<file path="src/rtl/serial_sub.sv">
// serial_sub: bit-serial subtractor, diff = (a - b - bin) mod 2^WIDTH, DIGIT bits per clock, LSB digit first.
// Latency: N = WIDTH/DIGIT edges from the accepting edge to done; one op every N+2 cycles.
// Backpressure: start is only accepted while ready=1; start in RUN/DONE is dropped (no queuing).
//
// Ports:
//   clk, rst_n        rising-edge clock, asynchronous active-low reset (aborts any op in flight)
//   start, a, b, bin  request + operands, sampled only on the accepting edge
//   ready             idle, will accept start
//   done              one-cycle pulse, results valid
//   diff, bout        difference and unsigned borrow-out (a < b + bin)
//   ovf, zero         two's-complement overflow, diff == 0
module serial_sub #(
   parameter int WIDTH = 8,
   parameter int DIGIT = 1
) (
   input  logic             clk,
   input  logic             rst_n,
   input  logic             start,
   input  logic [WIDTH-1:0] a,
   input  logic [WIDTH-1:0] b,
   input  logic             bin,
   output logic             ready,
   output logic             done,
   output logic [WIDTH-1:0] diff,
   output logic             bout,
   output logic             ovf,
   output logic             zero
);

   localparam int N  = WIDTH / DIGIT;
   localparam int CW = (N > 1) ? $clog2(N) : 1;

   typedef enum logic [1:0] {
      S_IDLE = 2'd0,
      S_RUN  = 2'd1,
      S_DONE = 2'd2
   } state_t;

   state_t           r_state;
   state_t           w_next_state;

   logic [WIDTH-1:0] r_a;
   logic [WIDTH-1:0] r_b;
   logic [WIDTH-1:0] r_diff;
   logic             r_borrow;
   logic             r_bout;
   logic             r_ovf;
   logic             r_zero;
   logic             r_a_msb;
   logic             r_b_msb;
   logic [CW-1:0]    r_cnt;

   logic [DIGIT:0]   w_dig_ext;
   logic [DIGIT-1:0] w_dig;
   logic             w_borrow;
   logic             w_last;
   logic             w_load;
   logic             w_step;
   logic [WIDTH-1:0] w_diff_next;

   // One digit of the borrow chain: the extra top bit of the widened
   // subtraction is the borrow out of this digit.
   assign w_dig_ext = {1'b0, r_a[DIGIT-1:0]} - {1'b0, r_b[DIGIT-1:0]}
                    - {{DIGIT{1'b0}}, r_borrow};
   assign w_dig     = w_dig_ext[DIGIT-1:0];
   assign w_borrow  = w_dig_ext[DIGIT];

   // Result digits enter from the MSB side, so after N steps digit 0 has
   // reached the LSB position. Shift forms keep DIGIT == WIDTH legal.
   assign w_diff_next = (r_diff >> DIGIT) | (WIDTH'(w_dig) << (WIDTH - DIGIT));

   assign w_last = (r_cnt == CW'(N - 1));

   always_ff @(posedge clk or negedge rst_n) begin
      if (!rst_n) begin
         r_state <= S_IDLE;
      end else begin
         r_state <= w_next_state;
      end
   end

   always_comb begin
      w_next_state = r_state;
      ready        = 1'b0;
      done         = 1'b0;
      w_load       = 1'b0;
      w_step       = 1'b0;
      case (r_state)
         S_IDLE: begin
            ready = 1'b1;
            if (start) begin
               w_load       = 1'b1;
               w_next_state = S_RUN;
            end
         end
         S_RUN: begin
            w_step = 1'b1;
            if (w_last) begin
               w_next_state = S_DONE;
            end
         end
         S_DONE: begin
            done         = 1'b1;
            w_next_state = S_IDLE;
         end
         default: begin
            w_next_state = S_IDLE;
         end
      endcase
   end

   always_ff @(posedge clk or negedge rst_n) begin
      if (!rst_n) begin
         r_a      <= '0;
         r_b      <= '0;
         r_diff   <= '0;
         r_borrow <= 1'b0;
         r_bout   <= 1'b0;
         r_ovf    <= 1'b0;
         r_zero   <= 1'b0;
         r_a_msb  <= 1'b0;
         r_b_msb  <= 1'b0;
         r_cnt    <= '0;
      end else if (w_load) begin
         r_a      <= a;
         r_b      <= b;
         r_borrow <= bin;
         r_cnt    <= '0;
         // Operand MSBs are kept aside because the shift registers have
         // consumed them by the time the overflow flag is formed.
         r_a_msb  <= a[WIDTH-1];
         r_b_msb  <= b[WIDTH-1];
      end else if (w_step) begin
         r_a      <= r_a >> DIGIT;
         r_b      <= r_b >> DIGIT;
         r_borrow <= w_borrow;
         r_cnt    <= r_cnt + CW'(1);
         r_diff   <= w_diff_next;
         if (w_last) begin
            r_bout <= w_borrow;
            r_ovf  <= (r_a_msb ^ r_b_msb) & (r_a_msb ^ w_diff_next[WIDTH-1]);
            r_zero <= (w_diff_next == '0);
         end
      end
   end

   assign diff = r_diff;
   assign bout = r_bout;
   assign ovf  = r_ovf;
   assign zero = r_zero;

endmodule

</file>
<file path="config.mk">
export PLATFORM = sky130hd
export DESIGN_NAME = serial_sub
export DESIGN_NICKNAME = d
export VERILOG_FILES = /design/src/rtl/serial_sub.sv
export SDC_FILE = /design/constraint.sdc
export NUM_CORES = 1
export LEC_CHECK = 0
export ABC_AREA = 1
export CORE_ASPECT_RATIO = 1.25
export CORE_UTILIZATION = 42
export DETAILED_ROUTE_END_ITERATION = 12
export PLACE_DENSITY = 0.67
export SETUP_SLACK_MARGIN = 0.4
export SYNTH_ARGS = -nofsm -noshare
export SYNTH_HDL_FRONTEND = slang
export SYNTH_SLANG_ARGS = --single-unit
</file>
<file path="constraint.sdc">
create_clock -name clk -period 1.6 [get_ports clk]
set_input_delay 0.24 -clock clk [delete_from_list [all_inputs] [get_ports clk]]
set_output_delay 0.24 -clock clk [all_outputs]
set_load 0.01 [all_outputs]
</file>
# Word-level counts from Yosys, hierarchy flattened
# Cells that the tools add are included.
# classes
addsub,3
eq_ne,5
n_mux,16
bitwise_logic,5
reduce_logical,6
# ops
operator,n
$mux 8,4
$logic_not 8->1,1
$or 7x8->8,1
$mux 1,7
$mux 3,2
$mux 2,2
$ne 2x2->1 const B,2
$pmux 2 s2,1
$reduce_and 2->1,2
$add 3x1->3 const B,1
$eq 3x3->1 const B,1
$reduce_and 3->1,1
$eq 2x1->1 const B,1
$eq 2x2->1 const B,1
$logic_not 2->1,1
$reduce_bool 2->1,1
$sub 1x1->2,1
$sub 2x1->2,1
$xor 1x1->1,2
$and 1x1->1,1
$not 1->1,1
# totals
reg_bits,35
output_inout_bits,13

# Longest topological paths before layout
# Gate-level depths: netlist of run 1.
# depth
word_depth,5
mapped_depth,7

# Worst setup path after synthesis of run 1
# No wires, ideal clock.
# synth_path
kind,flip-flop to flip-flop
start,register r_a[0]
end,register r_ovf (netlist: ovf)
setup_ns,0.117
arrival_ns,1.150
t_required_ns,1.483
slack_ns,0.333
path_stages_with_launch,6
path_buffers,0
period_less_slack_ns,1.267
path_cell_list,dfrtp_1 -> inv_1 -> fa_1 -> o21bai_1 -> nand3_1 -> nand2_1
# synth_via
elab_chain_cells,5
# synth_rtl
element,line,text
from (decl),42,logic [WIDTH-1:0] r_a;
from (signal assigned),134,r_a <= r_a >> DIGIT;
$sub 1x1->2,63,"assign w_dig_ext = {1'b0, r_a[DIGIT-1:0]} - {1'b0, r_b[DIGIT-1:0]}"
$sub 2x1->2,64,"- {{DIGIT{1'b0}}, r_borrow};"
$or 7x8->8,70,assign w_diff_next = (r_diff >> DIGIT) | (WIDTH'(w_dig) << (WIDTH - DIGIT));
$xor 1x1->1,141,r_ovf <= (r_a_msb ^ r_b_msb) & (r_a_msb ^ w_diff_next[WIDTH-1]);
$and 1x1->1,141,
to (signal assigned),141,
to (decl),47,logic r_ovf;
# Every way passes these cells.
# A chain may end at the register's enable or synchronous reset.

# Worst setup path after layout of run 1
# layout_path
start,register r_borrow
end,register r_diff[7] (netlist: diff[7])
# layout_via
elab_chain_cells,2
# layout_rtl
element,line,text
from (decl),45,logic r_borrow;
from (signal assigned),127,r_borrow <= bin;
from (signal assigned),136,r_borrow <= w_borrow;
$sub 2x1->2,64,
$or 7x8->8,70,
to (signal assigned),138,r_diff <= w_diff_next;
to (decl),44,logic [WIDTH-1:0] r_diff;
# Every way passes these cells.

==> summary.md, run 1 <==
| Metric | Value |
|---|---|
| Routability cong. | 0.7245 |
| Number of I/O pins | 33 |
| Syn_area_per_cell | 8.090 um2 |
| Cells after DPL | 285 |
| Largest fanout on the critical path | 4 |
| Maximum clock rate | 712.2 MHz |
| CP startpoint kind | flip-flop |
| Total GRT Usage | 18.54% |
| Total negative slack | 0 ns |
| Port-buffer cells | 32 |
| Leak | 1.229 nW |
| Setup crit end kind | flip-flop |
| DR vias | 1440 |
| Distinct cells, synth | 15 |
| Worst rel slew slack | 70.23% |
| Detailed-route vias per instance | 4.645 |
| Clk pin slew, worst setup/hold paths | 0.07 ns |
| Starting Density | 44.03% |
| Drt drc | 0 |
| Vias in the first global route | 1317 |
| RSZ-0062 raised after global routing | true |
| Cell Pwr Density | 1888 nW/um2 |
| Pin count of the biggest net entering global routing | 36 |
| Post-layout util | 64.66% |
| Final Net Count | 279 |
| Fin crit period | 1.404 ns |
| # Max-Cap Violations | 0 |
| Setup violators final | 0 |
| Placement Setup Slack | 0.1822 ns |
| Share of cells above drive strength 1 | 28.13% |
| Status | completed |
| CTS H-tree lvls | 2 |
| Synth warn | 0 |
| Post-Layout Cell Count | 310 |
| Initial antenna violation count | 0 |
| Number of inserted diodes | 0 |
| Cells after Synth | 206 |
| Area grow syn2layout | 46.85% |
| DR iter-0 viols | 47 |
| Crit path DAT | 1.58 ns |
| CTS tree | built |
| Clock Skew | 0.005288 ns |
| Clk_lat worst skew | 0.29 ns |
| Die Footprint | 4226 um2 |
| Yosys reg bits | 35 |
| Worst Path Required | 1.78 ns |
| CTS Buf Count | 5 |
| Final Hold Fails | 0 |
| Sequential fraction of the synthesis area | 52.55% |
| CTS Sinks | 35 |
| Netlist Area Pre-Place | 1667 um2 |
| Final slew viol count | 0 |
| Tcrit/Tclk final | 87.76% |
| Post-route worst setup slack | 0.1959 ns |
| Maximum vdd drop | 0.0008788 V |
| Post-DP HPWL | 2265 um |
| CTS Hold Bufs | 0 |
| FILL cells | 328 |
| First-pass GRT wire length | 5830 um |
| Syn nets | 229 |
| Hold_ws | 0.3503 ns |
| Crit path kind | reg2reg |
| Final WL | 3698 um |
| Die outline height | 72.43 um |
| CTS Buffer Depth | 2 |
| FP Rows | 25 |
| Remaining Overflow, GRT | 0 |
| Die Span X | 58.34 um |
| Core Area | 3785 um2 |
| Drt pass-1 iters | 4 |
| Worst Max-Slew Pin Slew | 0.4466 ns |
| Hold Crit Class | in2async |
| Routed WL per cell | 11.93 um |
| ANT nets after route | 0 |
| Root Driver | clkbuf_8 |
[synthesized netlist by cell type]
library cell / count / area [um2]
buf_2: 4 / 20.02
nand3b_1: 11 / 82.58
nand3_1: 6 / 30.03
nand2_1: 100 / 375.4
ha_1: 2 / 25.02
nor2_1: 5 / 18.77
o21bai_1: 1 / 7.510
o21ai_0: 14 / 70.07
inv_1: 15 / 56.30
nor2_4: 1 / 11.26
nand2_2: 1 / 6.260
clkbuf_1: 2 / 7.510
buf_4: 8 / 60.06
fa_1: 1 / 20.02
dfrtp_1: 35 / 875.8
[worst max-delay path: stages, from the launching register on]
cell and delay, ns:
dfrtp_1 0.41, fa_2 0.63, buf_4 0.13, buf_6 0.08
o21ai_1 0.04
[power by group]
part,switching [mW],internal (mW)
Sequential,0.256,1.29
Combinational,1.21,1.21
Clock,0.320,0.338
Total,1.79,2.83
[per-stage QoR]
step           power (mW)  cell area [um2]
6_report            4.620             2447
5_1_grt             4.996             2447
4_1_cts             4.204             2288
3_5_place_dp        3.219             2032
3_3_place_gp        3.172             2032
2_1_floorplan       2.653             1667
[kinds of logic (layout without fill, tap and decap cells)]
logic type      after synthesis  count (layout)  synth area share, %
fa+ha+maj                     3               3                2.703
simple gates                124             124                31.46
compound gates               15              15                4.655
flops                        35              35                52.55
buf+inv                      29              79                8.634
[what timing repair did]
item	CTS	global route
gates resized for setup	47	52
gates cloned	2	0
pin swaps	14	17
endpoints found under the setup margin	37	37
setup buffers	12	4
[path summary, 6_finish.rpt]
kind	startpoint	endpoint	slack (ns)	cells past startpoint
max	r_borrow	diff[7]	0.20	4
min	rst_n	diff[2]	0.35	2
max reg2reg	r_borrow	diff[7]	0.20	4
min reg2reg	r_b[2]	r_b[2]	0.48	2
max in group asynchronous	rst_n	r_state[0]	0.90	2
min in group clk	r_b[2]	r_b[2]	0.48	2
[registers in the layout, summed over array words and instances (netlist names)]
name / flops
r_borrow: 1
r_b_msb: 1
r_a_msb: 1
r_state: 2
bout: 1
r_a: 8
r_b: 8
r_cnt: 3
ovf: 1
zero: 1
diff: 8
[layout by cell type (no fill, tap or decap), types with 2 or more instances in the layout]
master,count
dfrtp_1,34
nand2_1,76
clkbuf_8,6
nor2_1,3
nand3_1,5
nand2_2,19
o21ai_1,3
inv_1,12
clkdlybuf4s15_1,11
o21ai_2,3
nand2_4,5
buf_6,11
inv_2,2
o21ai_0,8
nor2_4,3
nand3b_1,11
buf_4,13
clkdlybuf4s50_1,18
[per-layer routing]
layer	track usage, %	share of wire, %
met5	0	0
met2	30.78	50
met3	4.991	3.9
met1	22.86	44
met4	7.143	1.9
[area by class of cell]
class                           instances  area (um2)  share of cell area, %
Sequential cell                        35       877.1                  35.84
Multi-Input combinational cell        142       782.0                  31.95
Timing Repair Buffer                   57       564.3                  23.06
Clock buffer                            6       82.58                  3.374
Inverter                               15       68.82                  2.812
Tap cell                               54       67.56                  2.761
Clock inverter                          1       5.005                 0.2045
Power figures use the tool's default switching activity.
==> run 2, diff against run 1 <==
--- a/config.mk
+++ b/config.mk
@@ -6,11 +6,11 @@
 export NUM_CORES = 1
 export LEC_CHECK = 0
 export ABC_AREA = 1
-export CORE_ASPECT_RATIO = 1.25
 export CORE_UTILIZATION = 42
 export DETAILED_ROUTE_END_ITERATION = 12
 export PLACE_DENSITY = 0.67
 export SETUP_SLACK_MARGIN = 0.4
+export SLEW_MARGIN = 40
 export SYNTH_ARGS = -nofsm -noshare
 export SYNTH_HDL_FRONTEND = slang
 export SYNTH_SLANG_ARGS = --single-unit
==> run 2 against run 1 <==
Net effect:
- clock skew about the same
- sequential power about the same
- setup slack improved by 0.047 ns
- die area about the same
- flip-flop and latch count unchanged
- register-to-register slack improved by 0.05 ns
- final cell count decreased by 1.6%
- count of clock-buffer cells in the layout unchanged
- hold slack improved by 0.017 ns
- combinational power decreased by 8%
- maximum frequency increased by 3.4%
- highest routed layer unchanged
==> summary.md, run 2 (synthesized netlist as in run 1, its figures left out) <==
| Metric | Value |
|---|---|
| Status | completed |
| Total negative slack | 0 ns |
| Final Net Count | 281 |
| CTS H-tree lvls | 2 |
| ANT nets after route | 0 |
| Crit path max-delay cell type | fa_2 |
| Crit path DAT | 1.58 ns |
| Drt pass-1 iters | 4 |
| Largest fanout on the critical path | 4 |
| Number of I/O pins | 33 |
| Cell Pwr Density | 1819 nW/um2 |
| Die Footprint | 4224 um2 |
| CTS tree | built |
| Tcrit/Tclk final | 84.84% |
| CTS Buf Count | 5 |
| Clock Skew | 0.005447 ns |
| FP Rows | 22 |
| Commonest cells after routing, fill and taps aside | nand2_1, dfrtp_1, clkdlybuf4s50_1 |
| Cells after DPL | 281 |
| Worst stage delay on the critical path | 0.61 ns |
| DR vias | 1452 |
| CP startpoint kind | flip-flop |
| Placement Setup Slack | 0.1739 ns |
| Post-Layout Cell Count | 305 |
| Worst path cell trace | inv_2 > fa_2 > nand2_2 > nor2_2 > nand3_1 > nand2_1 |
| Worst Path Required | 1.82 ns |
| CTS Sinks | 35 |
| Final Hold Fails | 0 |
| Initial antenna violation count | 0 |
| Crit path kind | reg2reg |
| First-pass GRT wire length | 6016 um |
| Drt drc | 0 |
| Vias in the first global route | 1446 |
| Final WL | 3648 um |
| Reg2reg setup slack | 0.24 ns |
| Clk pin slew, worst setup/hold paths | 0.06 ns |
| # Max-Cap Violations | 0 |
| Setup violators final | 0 |
| Total GRT Usage | 18.95% |
| Starting Density | 44.52% |
| Port-buffer cells | 32 |
| Routability cong. | 0.7796 |
| RSZ-0062 raised after global routing | true |
| Most common cell after layout, fill and taps aside | nand2_1 |
| CTS Hold Bufs | 0 |
| Root Driver | clkbuf_8 |
| Remaining Overflow, GRT | 0 |
| Die Span X | 64.99 um |
| Post-route worst setup slack | 0.2426 ns |
| Maximum clock rate | 736.7 MHz |
| Worst rel slew slack | 70.65% |
| Die outline height | 64.99 um |
| DR iter-0 viols | 70 |
| Clk_lat worst skew | 0.28 ns |
| Core Area | 3744 um2 |
| Hold Crit Class | in2async |
| Area grow syn2layout | 43.09% |
| Detailed-route vias per instance | 4.761 |
| Kind of cell adding the most delay to the critical path | adder cells |
| Leak | 1.193 nW |
| Setup crit end kind | flip-flop |
| Number of inserted diodes | 0 |
| CTS Buffer Depth | 2 |
| Maximum vdd drop | 0.0008351 V |
| Routed WL per cell | 11.96 um |
| Final slew viol count | 0 |
| Post-DP HPWL | 2254 um |
| Worst Max-Slew Pin Slew | 0.4403 ns |
| Worst path bufs/invs | 1 |
| Pin count of the biggest net entering global routing | 36 |
| Fin crit period | 1.357 ns |
| Share of cells above drive strength 1 | 25.68% |
==> run 2: power breakdown <==
part | internal [mW] | switching, mW | total [mW]
Sequential | 1.28 | 0.241 | 1.53
Combinational | 1.10 | 1.13 | 2.23
Clock | 0.290 | 0.292 | 0.581
==> run 2: final cells by class <==
cell class / count / area [um2]
clock buffer: 6 / 72.57
fill: 337 / 1359
inverter: 15 / 61.31
multi-input combinational: 142 / 745.7
sequential: 35 / 875.8
tap: 48 / 60.06
timing repair buffer: 59 / 569.3
==> run 2: stage by stage <==
step                      util (%)  cell area, um2  hold WS [ns]  power [mW]
after floorplan                  -            1667      -0.05559       2.653
final                        63.70            2385        0.3677       4.338
after detailed placement     54.14            2027        0.4614       3.192
after global routing         63.70            2385        0.4094       4.713
after CTS                    59.69            2235        0.3889       3.975
after global placement       54.14            2027        0.4571       3.141
==> run 2: layer usage <==
layer | global-route usage (%) | up-vias | routed length [um]
met5 | 0 | - | 0
met4 | 6.944 | 0 | 51
met3 | 5.634 | 6 | 164
met2 | 32.29 | 35 | 1808
met1 | 22.33 | 681 | 1623
li1 | - | 730 | -
==> run 2: final timing paths <==
check / startpoint / endpoint / cells after the start
setup / recovery: r_a[0] / zero / 6
hold / removal: rst_n / diff[4] / 2
setup reg to reg: r_a[0] / zero / 6
hold reg to reg: bout / bout / 2
max in group asynchronous: rst_n / r_a[7] / 2
min in group clk: bout / bout / 2
==> run 2: repair_timing <==
| action | 4_1_cts | 5_1_grt |
|---|---|---|
| buffers inserted | 14 | 4 |
| pin swaps | 5 | 19 |
| gates resized for setup | 33 | 51 |
| setup endpoints to repair | 37 | 36 |
==> run 3, diff against run 2 <==
==> constraint.sdc (replaced) <==
create_clock -name clk -period 1.3 [get_ports clk]
set_input_delay 0.195 -clock clk [delete_from_list [all_inputs] [get_ports clk]]
set_output_delay 0.195 -clock clk [all_outputs]
set_load 0.01 [all_outputs]
==> run 3 against run 2 <==
Net effect:
- the run now ends with setup timing left
- clock power rose by 51%
- final cell count rose by 6.9%
- routed wire length rose by 15%
- register-to-register slack got worse by 0.34 ns
- via count rose by 7.0%
- maximum frequency fell by 2.6%
- hold slack got worse by 0.089 ns
- sequential share of layout area fell by 5.6 points
- combinational power rose by 72%
- clock skew rose by 0.0020 ns
- critical path depth rose by 2
- critical endpoint is now r_b[6]
- largest power group unchanged
==> summary.md, run 3 (synthesized netlist as in run 1, its figures left out) <==
| Metric | Value |
|---|---|
| Status | complete, but fails checks |
| Failing checks | setup timing |
| Pin count of the biggest net entering global routing | 36 |
| Port-buffer cells | 32 |
| DR iter-0 viols | 78 |
| Remaining Overflow, GRT | 0 |
| Die Footprint | 4224 um2 |
| Vias in the first global route | 1547 |
| CP startpoint kind | flip-flop |
| CTS tree | built |
| Cell Pwr Density | 2345 nW/um2 |
| Crit path max-delay cell type | dfrtp_2 |
| Worst Max-Slew Pin Slew | 0.3901 ns |
| Reg2reg setup slack | -0.09 ns |
| Worst path cell trace | buf_6 > nor2_4 > buf_6 > buf_12 > buf_6 > nand3b_1 > nand2_1 > nand2_1 |
| FP Rows | 22 |
| CTS Buf Count | 5 |
| Clk pin slew, worst setup/hold paths | 0.07 ns |
| Cells after DPL | 288 |
| Most common cell after layout, fill and taps aside | nand2_1 |
| Placement Cell Area | 2138 um2 |
| Initial antenna violation count | 0 |
| Maximum vdd drop | 0.001217 V |
| Final Net Count | 300 |
| Area of the multi-input gates | 897.1 um2 |
| Detailed-route vias per instance | 4.767 |
| FF-to-FF End | r_b[6] |
| Area grow syn2layout | 69.29% |
| Kind of cell adding the most delay to the critical path | buffers and inverters |
| Crit path DAT | 1.58 ns |
| Number of inserted diodes | 0 |
| Final WL | 4198 um |
| Die outline height | 64.99 um |
| Placement Setup Slack | -0.03894 ns |
| Leak | 1.474 nW |
| FILL cells | 243 |
| Worst stage delay on the critical path | 0.43 ns |
| Total power | 6.617 mW |
| Tcrit/Tclk final | 107.2% |
| Setup crit end kind | flip-flop |
| RSZ-0062 raised after global routing | true |
| Register Area | 878.3 um2 |
| Core Area | 3744 um2 |
| Crit path kind | reg2reg |
| Most used cell, CP | buf_6 |
| CP startpoint | r_state[1] |
| CTS Sinks | 35 |
| Die Span X | 64.99 um |
| Post-Layout Cell Count | 326 |
| Worst rel slew slack | 73.99% |
| Final Hold Fails | 0 |
| Hold Crit Class | in2async |
| Critical R2R Launch | r_state[1] |
| Commonest cells after routing, fill and taps aside | nand2_1, dfrtp_1, buf_4 |
| R2r worst-path depth | 8 |
| Setup violators final | 22 |
| ANT nets after route | 0 |
| Drt pass-1 iters | 4 |
| Routed WL per cell | 12.88 um |
| CTS Buffer Depth | 2 |
| Post-DP HPWL | 2374 um |
| Crit path to | r_b[6] |
| Clk_lat worst skew | 0.29 ns |
| First-pass GRT wire length | 7231 um |
| Worst Path Required | 1.49 ns |
| Post-route worst setup slack | -0.09405 ns |
| Root Driver | clkbuf_8 |
| Largest fanout on the critical path | 5 |
| CTS H-tree lvls | 2 |
| Post-route cell area | 2821 um2 |
| Maximum clock rate | 717.3 MHz |
| Share of cells above drive strength 1 | 42.81% |
| Routability cong. | 0.7642 |
| Number of I/O pins | 33 |
| Worst path bufs/invs | 4 |
| # Max-Cap Violations | 0 |
| DR vias | 1554 |
| Drt drc | 0 |
| Total GRT Usage | 23.27% |
| Starting Density | 44.52% |
| Final slew viol count | 0 |
| Crit path depth | 8 |
| Fin crit period | 1.394 ns |
| Clock Skew | 0.007469 ns |
-- run 3: final cells by class --
type                    instances  area share (%)
repair buffers                 78           28.78
well taps                      48           2.129
clock buffers                   8           3.548
inverters                      15           2.616
flip-flops and latches         35           31.13
multi-input cells             142           31.80
-- run 3: what timing repair did --
item,4_1_cts,5_1_grt
gates cloned,4,0
hold buffers,0,0
pin swaps,25,7
setup buffers,22,4
resized for setup,134,18
endpoints found under the setup margin,48,48
-- run 3: report_power, final --
group	switching, mW	leakage, nW	internal, mW
clock	0.394	0.0515	0.484
sequential	0.317	0.439	1.58
combinational	1.81	0.984	2.03
total	2.52	1.47	4.10
-- run 3: stage by stage --
step / hold slack, ns / setup TNS [ns] / utilization [%]
floorplan: -0.1006 / 0 / -
global placement: 0.4542 / -0.05472 / 57.12
detailed placement: 0.4595 / -0.1341 / 57.12
CTS: 0.2905 / -0.09796 / 72.46
global route: 0.3073 / -1.771 / 75.37
finish: 0.2785 / -0.7179 / 75.37
-- run 3: routing by layer --
metal	routed length (um)	vias up	part of all wire (%)	GRT usage, %
met3	166	7	4.0	5.810
met5	0	-	0	0
met4	50	0	1.2	6.667
met2	2208	39	53	40.63
met1	1773	730	42	28.03
li1	-	778	-	-
-- run 3: worst reg2reg max path, cell delays in order (launching register included) --
cell and delay [ns]:
dfrtp_2 0.43, buf_6 0.13, nor2_4 0.14, buf_6 0.15, buf_12 0.11, buf_6 0.10
nand3b_1 0.09, nand2_1 0.09, nand2_1 0.05
-- run 3: worst min path at each step --
stage	start	cells past startpoint	slack (ns)	end
2_1_floorplan	rst_n	0	-0.10	bout
3_3_place_gp	r_a[1]	2	0.45	r_a[1]
3_5_place_dp	r_a[1]	2	0.46	r_a[1]
4_1_cts	rst_n	2	0.29	diff[1]
5_1_grt	rst_n	2	0.31	diff[2]
6_report	rst_n	2	0.28	diff[5]
